`config.mk`:
```
export PLATFORM = sky130hd
export DESIGN_NAME = somador_sequencial_flat
export DESIGN_NICKNAME = d
export VERILOG_FILES = /design/src/rtl/somador_sequencial_if.sv /design/src/rtl/somador_sequencial.sv /design/src/flat_wrapper.sv
export SDC_FILE = /design/constraint.sdc
export NUM_CORES = 1
export LEC_CHECK = 0
export CAP_MARGIN = 20
export CORE_ASPECT_RATIO = 1.1
export CORE_MARGIN = 5
export CORE_UTILIZATION = 50
export CTS_CLUSTER_DIAMETER = 80
export CTS_CLUSTER_SIZE = 25
export DETAILED_ROUTE_END_ITERATION = 10
export PLACE_DENSITY = 0.78
export SLEW_MARGIN = 10
export SYNTH_ARGS = -nofsm -noshare
export SYNTH_HDL_FRONTEND = slang
export SYNTH_SLANG_ARGS = --single-unit
```
`constraint.sdc`:
```
create_clock -name clk -period 1.95 [get_ports clk]
set_input_delay 0.2925 -clock clk [delete_from_list [all_inputs] [get_ports clk]]
set_output_delay 0.2925 -clock clk [all_outputs]
set_load 0.01 [all_outputs]
```
`src/rtl/somador_sequencial_if.sv`:
```
// Purpose: operand/result bundle between the requester and the sequential adder.
// Latency: none; plain wires grouped for port connection.
// Backpressure: start is only honoured while the adder is idle; busy shows when it is not.
interface somador_sequencial_if #(
  parameter int N = 8
);
  logic         start;
  logic         sub;
  logic [N-1:0] a;
  logic [N-1:0] b;
  logic         cin;
  logic         busy;
  logic         done;
  logic [N-1:0] s;
  logic         cout;
  logic         ovf;

  modport master (
    output start, sub, a, b, cin,
    input  busy, done, s, cout, ovf
  );

  modport slave (
    input  start, sub, a, b, cin,
    output busy, done, s, cout, ovf
  );
endinterface

```
`src/rtl/somador_sequencial.sv`:
```
// Purpose: N-bit add/subtract processed D bits per clock, LSB chunk first.
// Latency: done pulses N/D edges after the accepting edge; next start accepted two edges later.
// Backpressure: start is ignored (not queued) while busy or during the done cycle.
module somador_sequencial #(
  parameter int N = 8,
  parameter int D = 1
) (
  input  logic               clk,
  input  logic               rst_n,
  somador_sequencial_if.slave bus
);

  localparam int STEPS = N / D;
  localparam int CW    = (STEPS > 1) ? $clog2(STEPS) : 1;

  if (N < 2 || D < 1 || D > N || (N % D) != 0) begin : g_param_check
    $error("somador_sequencial: need N >= 2, 1 <= D <= N and N %% D == 0");
  end

  typedef enum logic [1:0] {
    IDLE = 2'd0,
    CALC = 2'd1,
    DONE = 2'd2
  } state_t;

  state_t        state, state_nxt;
  logic [N-1:0]  op_a, op_b;   // remaining operand chunks, consumed from the LSB end
  logic          carry;        // carry between chunks (inverted borrow when subtracting)
  logic [N-1:0]  acc;          // partial result, filled from the MSB end
  logic [CW-1:0] cnt;
  logic [N-1:0]  s_q;
  logic          cout_q, ovf_q;

  logic [D:0]    chunk;
  logic          c_into_top;
  logic [N-1:0]  acc_nxt, op_a_shr, op_b_shr;
  logic          last;

  // Chunk adder plus the shifted views of the operand and result registers
  always_comb begin
    chunk      = {1'b0, op_a[D-1:0]} + {1'b0, op_b[D-1:0]} + {{D{1'b0}}, carry};
    // carry into the chunk's top bit, recovered from its sum bit; on the last
    // chunk this is the carry into bit N-1 used for signed overflow
    c_into_top = chunk[D-1] ^ op_a[D-1] ^ op_b[D-1];
    acc_nxt    = N'({chunk[D-1:0], acc} >> D);
    op_a_shr   = N'({{D{1'b0}}, op_a} >> D);
    op_b_shr   = N'({{D{1'b0}}, op_b} >> D);
    last       = (cnt == CW'(STEPS - 1));
  end

  // State register
  always_ff @(posedge clk or negedge rst_n) begin
    if (!rst_n) state <= IDLE;
    else        state <= state_nxt;
  end

  // Next-state decode: one pass through CALC per accepted request
  always_comb begin
    state_nxt = state;
    case (state)
      IDLE:    if (bus.start) state_nxt = CALC;
      CALC:    if (last)      state_nxt = DONE;
      DONE:                   state_nxt = IDLE;
      default:                state_nxt = IDLE;
    endcase
  end

  // Operand capture, chunk-serial accumulation and result load on the final chunk
  always_ff @(posedge clk or negedge rst_n) begin
    if (!rst_n) begin
      op_a   <= '0;
      op_b   <= '0;
      carry  <= 1'b0;
      acc    <= '0;
      cnt    <= '0;
      s_q    <= '0;
      cout_q <= 1'b0;
      ovf_q  <= 1'b0;
    end else begin
      case (state)
        IDLE: begin
          if (bus.start) begin
            // subtraction is a + ~b + ~borrow, so invert b and cin once here
            op_a  <= bus.a;
            op_b  <= bus.sub ? ~bus.b   : bus.b;
            carry <= bus.sub ? ~bus.cin : bus.cin;
            cnt   <= '0;
          end
        end
        CALC: begin
          op_a  <= op_a_shr;
          op_b  <= op_b_shr;
          carry <= chunk[D];
          acc   <= acc_nxt;
          cnt   <= cnt + CW'(1);
          if (last) begin
            s_q    <= acc_nxt;
            cout_q <= chunk[D];
            ovf_q  <= chunk[D] ^ c_into_top;
          end
        end
        default: ;
      endcase
    end
  end

  assign bus.busy = (state == CALC);
  assign bus.done = (state == DONE);
  assign bus.s    = s_q;
  assign bus.cout = cout_q;
  assign bus.ovf  = ovf_q;

endmodule

```
`src/flat_wrapper.sv`:
```
// flat-port wrapper written by rule: the top's interface ports become plain ports
module somador_sequencial_flat 
#(
  parameter int N = 8,
  parameter int D = 1
)
  (clk, rst_n, bus_start, bus_sub, bus_a, bus_b, bus_cin, bus_busy, bus_done, bus_s, bus_cout, bus_ovf);
  somador_sequencial_if #(.N(N)) bus_i ();
  input  logic clk;
  input  logic rst_n;
  input wire logic [$bits(bus_i.start)-1:0] bus_start;
  input wire logic [$bits(bus_i.sub)-1:0] bus_sub;
  input wire logic [$bits(bus_i.a)-1:0] bus_a;
  input wire logic [$bits(bus_i.b)-1:0] bus_b;
  input wire logic [$bits(bus_i.cin)-1:0] bus_cin;
  output wire logic [$bits(bus_i.busy)-1:0] bus_busy;
  output wire logic [$bits(bus_i.done)-1:0] bus_done;
  output wire logic [$bits(bus_i.s)-1:0] bus_s;
  output wire logic [$bits(bus_i.cout)-1:0] bus_cout;
  output wire logic [$bits(bus_i.ovf)-1:0] bus_ovf;
  assign bus_i.start = bus_start;
  assign bus_i.sub = bus_sub;
  assign bus_i.a = bus_a;
  assign bus_i.b = bus_b;
  assign bus_i.cin = bus_cin;
  assign bus_busy = bus_i.busy;
  assign bus_done = bus_i.done;
  assign bus_s = bus_i.s;
  assign bus_cout = bus_i.cout;
  assign bus_ovf = bus_i.ovf;
  somador_sequencial #(.N(N), .D(D)) u_core (.clk(clk), .rst_n(rst_n), .bus(bus_i));
endmodule
```
==> qor.csv, run 1 <==
metric,value,unit
register area share after synthesis,0.5193,
synthesized area per cell,11.75,µm²
die height,74.30,µm
WP data required,1.66,ns
NetSw,1.073,mW
Post-Route WL,3.698,mm
TritonCTS clock tree,yes,
Peak supply drop,0.7143,mV
fmax,0.5333,GHz
Worst Tran Pin Value,0.8549,ns
CP Buf/Inv Count,2,
Final Hold Fails,0,
Crit path depth,3,
# port buffers,32,
drt pass-1 iters,4,
Slew headroom,0.4301,
Post-Syn Nets,184,
clk_lat worst skew,0.29,ns
H-tree levels,2,
n_diodes,0,
placed cell count,238,
setup ws final,0.07481,ns
switch share,0.3299,
Async SR Flop Fraction,1.000,
CP cell instances,nand2b_1 -> clkinv_4 -> clkdlybuf4s50_1,
sequential share of power,0.415,
period utilization,0.9616,
# rows,23,
Vias,1308,
number of synthesized register bits,39,
YS warnings,0,
CTS Buffer Depth,2,
total gr overflow,0,
WL/cell,15.09,µm
Clock Sinks,39,
Gate Count Post-Synth,160,
Ports,33,
top cell type's share of synthesized area,0.5193,
CP max stage delay,0.55,ns
library cells used by synthesis,31,
Pwr Density,1400,mW/mm²
Startpoint Class,register,
worst hold path class,in2async,
DRT antenna net count,0,
DR DRC count,0,
Area Growth Syn to Fin,23.64,%
Static Leakage,1.058,nW
pin count of the biggest net entering global routing,40,
Int Pwr,2.179,mW
CP Class,reg2out,
Iter 0 DRT Violations,49,
crit-path max FO,14,
initial antenna violation count,0,
skew final,0.002184,ns
Initial Util,0.5183,
max-slew violation count,0,
R2R depth,3,
min Tclk post-route,1.875,ns
Yosys top cell by area,dfrtp_1,
Synth Flop Type,dfrtp_1,
vias in the first global route,1354,
Vias/cell,5.339,
Max-Cap Viols,0,
clock-pin transition on the worst setup and hold timing paths,0.07,ns
run status,"finished, final reports clean",
critical path's slowest cell,clkdlybuf4s50_1,
final net count,219,
Setup Buffers After CTS,0,
gr usage total,0.1670,
"EDFF count, synth",0,
Die ar.,0.005086,mm²
critical path arrival,1.58,ns
setup violators final,0,
cell area after synthesis,0.001879,mm²
Clk pwr share,0.199,
CTS Buf Count,5,
first-pass GRT wire length,6.203,mm
Die Width,68.46,µm
TNS Setup,0,ns
Area contributors post-synth,"dfrtp_1, nand2_1, mux2_4",
GPL Wtd Cong,0.7139,
DP Worst Slack,0.1291,ns
share of post-route cells with drive strength above 1,0.1897,
crit-path leading delay family,buffers and inverters,
Core Footprint,0.003626,mm²
CTS Root Cell,clkbuf_8,
final std cells w/o fill,245,
DP HPWL,2.689,mm
Logic pwr share,0.386,
Worst setup EP type,primary output,
RSZ-0062 raised after global routing,false,
## power groups by stage
stage	clock [mW]	sequential, mW	combinational, mW
after floorplan	0	1.35	0.846
after global placement	0	1.34	1.21
after detailed placement	0	1.36	1.27
after CTS	0.660	1.35	1.28
after global routing	0.689	1.39	1.41
final	0.646	1.35	1.26
## state kept, by name, summed over array words and instances, names as in the netlist
| signal | flops |
|---|---|
| u_core.op_b | 8 |
| u_core.acc | 7 |
| u_core.bus.ovf | 1 |
| u_core.carry | 1 |
| u_core.op_a | 8 |
| u_core.bus.cout | 1 |
| u_core.state | 2 |
| u_core.cnt | 3 |
| u_core.bus.s | 8 |
## final timing paths
check                                 from               to  slack, ns
max                        u_core.state[1]         bus_busy       0.07
min                                  rst_n    u_core.acc[6]       0.11
max reg2reg                u_core.state[0]   u_core.op_b[5]       0.39
min reg2reg                  u_core.cnt[0]    u_core.cnt[0]       0.49
max in group asynchronous            rst_n  u_core.state[0]       1.26
min in group clk             u_core.cnt[0]    u_core.cnt[0]       0.49
## placed cells by master, fill, tap and decap left out, types with 2 or more instances in the layout
cell type        netlist  final
o211ai_2               2      2
ha_1                   2      2
nor2b_2                2      2
mux2_1                 2      2
o221ai_2               5      5
clkdlybuf4s50_1        0     31
a22o_1                 2      2
o21ai_1               10     10
buf_4                  4      6
xnor2_1                8      8
clkbuf_8               0      5
and2b_2                2      2
mux2_4                 7      7
nand2_1               42     42
a21oi_1                3      3
a22oi_1                9      9
dfrtp_1               39     38
inv_1                  2      2
## synth_stat cells (3+ instances only)
| library cell | count |
|---|---|
| a21oi_1 | 3 |
| o221ai_2 | 5 |
| dfrtp_1 | 39 |
| buf_6 | 4 |
| xnor2_1 | 8 |
| a22oi_1 | 9 |
| buf_4 | 4 |
| o21ai_1 | 10 |
| mux2_4 | 7 |
| nand2_1 | 42 |
## repair_timing
action | in CTS | in global routing
hold buffers | 0 | 0
setup endpoints to repair | 1 | 1
gates resized for setup | 1 | 1
## layout make-up
| type | count | area (µm²) |
|---|---|---|
| clock buffer | 6 | 72.57 |
| clock inverter | 1 | 30.03 |
| fill | 308 | 1303 |
| inverter | 3 | 16.27 |
| multi-input combinational | 108 | 804.5 |
| sequential | 39 | 977.2 |
| tap | 50 | 62.56 |
| timing repair buffer | 38 | 360.3 |
## logic make-up after synthesis
logic type	after synthesis	synth area share
AND/OR/NAND/NOR	52	0.1298
flip-flops	39	0.5193
AO/OA/AOI/OAI	34	0.1498
buffers and inverters	13	0.05260
XOR/XNOR	10	0.05660
multiplexers	9	0.06791
adder cells (fa/ha/maj)	3	0.02397
## layer usage
metal,vias to the layer above,wire length (µm),track usage
met5,-,0,0
met4,0,74,0.07064
met3,6,202,0.05891
met2,40,1855,0.2598
met1,642,1566,0.2096
li1,620,-,-
## through the flow
stage          cell area, µm²  hold WS [ns]  utilization  power (mW)
6_report                 2323        0.1060       0.6408       3.253
5_1_grt                  2323        0.1744       0.6408       3.485
4_1_cts                  2321        0.1188       0.6401       3.289
3_5_place_dp             2217        0.4420       0.6115       2.634
3_3_place_gp             2217        0.4292       0.6115       2.543
2_1_floorplan            1879     -0.003091            -       2.196
Power figures use the tool's default switching activity.
==> run 2: changes to the inputs <==
--- a/config.mk
+++ b/config.mk
@@ -8,11 +8,11 @@
 export CAP_MARGIN = 20
 export CORE_ASPECT_RATIO = 1.1
 export CORE_MARGIN = 5
-export CORE_UTILIZATION = 50
+export CORE_UTILIZATION = 47
 export CTS_CLUSTER_DIAMETER = 80
-export CTS_CLUSTER_SIZE = 25
+export CTS_CLUSTER_SIZE = 24
 export DETAILED_ROUTE_END_ITERATION = 10
-export PLACE_DENSITY = 0.78
+export PLACE_DENSITY = 0.77
 export SLEW_MARGIN = 10
 export SYNTH_ARGS = -nofsm -noshare
 export SYNTH_HDL_FRONTEND = slang
==> constraint.sdc (replaced) <==
create_clock -name clk -period 1.5 [get_ports clk]
set_input_delay 0.225 -clock clk [delete_from_list [all_inputs] [get_ports clk]]
set_output_delay 0.225 -clock clk [all_outputs]
set_load 0.01 [all_outputs]
==> qor.csv, run 2 (same netlist as run 1, synthesis figures left out) <==
metric,value,unit,change
Worst Tran Pin Value,0.4836,ns,-0.3713 ns
Max-Cap Viols,0,,unchanged
clock-pin transition on the worst setup and hold timing paths,0.08,ns,about the same
max-slew violation count,0,,unchanged
GPL Wtd Cong,0.7465,,+4.6%
fin util,0.6346,,-0.006172
min Tclk post-route,1.454,ns,
Static Leakage,1.130,nW,+6.8%
setup violators final,0,,unchanged
WP data required,1.68,ns,+0.02 ns
"most common cell after layout, fill and taps aside",nand2_1,,
CP dominant cell by count,buf_4,,
Pwr Density,1803,mW/mm²,+29%
Vias/cell,5.236,,-1.9%
TNS Setup,0,ns,unchanged
worst hold path class,in2async,,
Initial Util,0.4814,,-0.03688
CTS Buffer Depth,2,,unchanged
Iter 0 DRT Violations,101,,+110%
NetSw,1.460,mW,+36%
Die Width,70.29,µm,+2.7%
DP Worst Slack,-0.04569,ns,-0.1747 ns
Vias,1356,,+3.7%
crit-path max FO,11,,-3
Slew headroom,0.6776,,+0.2475
critical path arrival,1.63,ns,+0.05 ns
switch share,0.3269,,-0.003076
Area Growth Syn to Fin,31.82,%,
die height,76.32,µm,+2.7%
Core Footprint,0.003904,mm²,+7.7%
initial antenna violation count,0,,unchanged
reg2reg setup slack,0.05,ns,-0.34 ns
n_diodes,0,,unchanged
final std cells w/o fill,259,,+5.7%
DR DRC count,0,,unchanged
sequential share of power,0.392,,-0.023
Int Pwr,3.006,mW,+38%
CTS Root Cell,clkbuf_8,,
Die ar.,0.005365,mm²,+5.5%
"commonest non-fill, non-tap cells in the layout","nand2_1, dfrtp_1, clkdlybuf4s50_1",,
Startpoint Class,register,,
final net count,230,,+5.0%
gr usage total,0.1475,,-0.01952
Ports,33,,unchanged
pin count of the biggest net entering global routing,21,,-48%
# port buffers,32,,unchanged
Total Power,4.466,mW,+37%
setup ws final,0.04620,ns,-0.02860 ns
critical path's slowest cell,dfrtp_1,,
Peak supply drop,0.7238,mV,+1.3%
run status,"finished, final reports clean",,
CP cell instances,buf_4 -> buf_4 -> nand3b_2 -> mux2_4,,
Final Hold Fails,0,,unchanged
fmax,0.6879,GHz,
CP Class,reg2reg,,
TritonCTS clock tree,yes,,
Clock Sinks,39,,unchanged
CTS Buf Count,5,,unchanged
CP max stage delay,0.39,ns,-0.16 ns
share of post-route cells with drive strength above 1,0.2560,,+0.06630
first-pass GRT wire length,6.348,mm,+2.3%
WL/cell,14.79,µm,-2.0%
Post-Route WL,3.830,mm,+3.6%
vias in the first global route,1396,,+3.1%
drt pass-1 iters,5,,+1
H-tree levels,2,,unchanged
period utilization,0.9692,,
skew final,0.007081,ns,+0.004897 ns
# rows,24,,+4.3%
total gr overflow,0,,unchanged
Logic pwr share,0.405,,+0.019
placed cell count,247,,+3.8%
clk_lat worst skew,0.29,ns,about the same
Clk pwr share,0.203,,+0.004
Worst setup EP type,register,,
RSZ-0062 raised after global routing,false,,
DP HPWL,2.722,mm,+1.2%
DRT antenna net count,0,,unchanged
==> run 2: metal layers <==
| layer | vias up | GRT usage | part of all wire |
|---|---|---|---|
| met2 | 34 | 0.2406 | 0.51 |
| met5 | - | 0 | 0 |
| met3 | 8 | 0.04090 | 0.046 |
| met4 | 0 | 0.04598 | 0.013 |
| li1 | 646 | - | - |
| met1 | 668 | 0.1888 | 0.43 |
==> run 2: area by class of cell <==
type	instances	area [µm²]
Fill cell	311	1426
Sequential cell	39	977.2
Multi-Input combinational cell	109	838.3
Timing Repair Buffer	48	465.4
Clock buffer	6	82.58
Tap cell	52	65.06
Clock inverter	2	35.03
Inverter	3	13.76
==> run 2: worst max-delay path, delay by kind of cell (launching register included) <==
kind,cells,cell delay [ns]
buf+inv,2,0.32
simple gates,1,0.30
mux,1,0.33
flops,1,0.39
==> run 2: stage by stage <==
step | cell area (µm²) | hold slack, ns
after global placement | 2297 | 0.1938
after detailed placement | 2297 | 0.2139
after CTS | 2456 | 0.4269
after floorplan | 1879 | -0.07059
after global routing | 2477 | 0.4907
final | 2477 | 0.4145
==> run 2: what timing repair did <==
item                                    4_1_cts  5_1_grt
endpoints found under the setup margin        2       16
resized for setup                             7        4
hold buffers                                  1        0
cloned                                        0        1
hold endpoints to repair                     19        0
setup buffers                                 2        1
pin swaps                                     0        1
==> run 2: worst paths after layout <==
| check | start | to | cells after the start |
|---|---|---|---|
| worst min register to register | u_core.cnt[0] | u_core.cnt[0] | 1 |
| max in group asynchronous | rst_n | u_core.state[0] | 3 |
| worst max register to register | u_core.state[1] | u_core.bus.cout | 4 |
| min in group clk | u_core.cnt[0] | u_core.cnt[0] | 1 |
| worst max-delay path | u_core.state[1] | u_core.bus.cout | 4 |
| worst min-delay path | rst_n | u_core.bus.s[3] | 2 |
==> run 2: power groups by stage <==
stage,Combinational (mW),Clock (mW),Sequential (mW)
floorplan,1.10,0,1.75
global placement,1.65,0,1.74
detailed placement,1.73,0,1.77
CTS,1.78,0.926,1.75
global route,1.99,0.952,1.80
finish,1.81,0.906,1.75
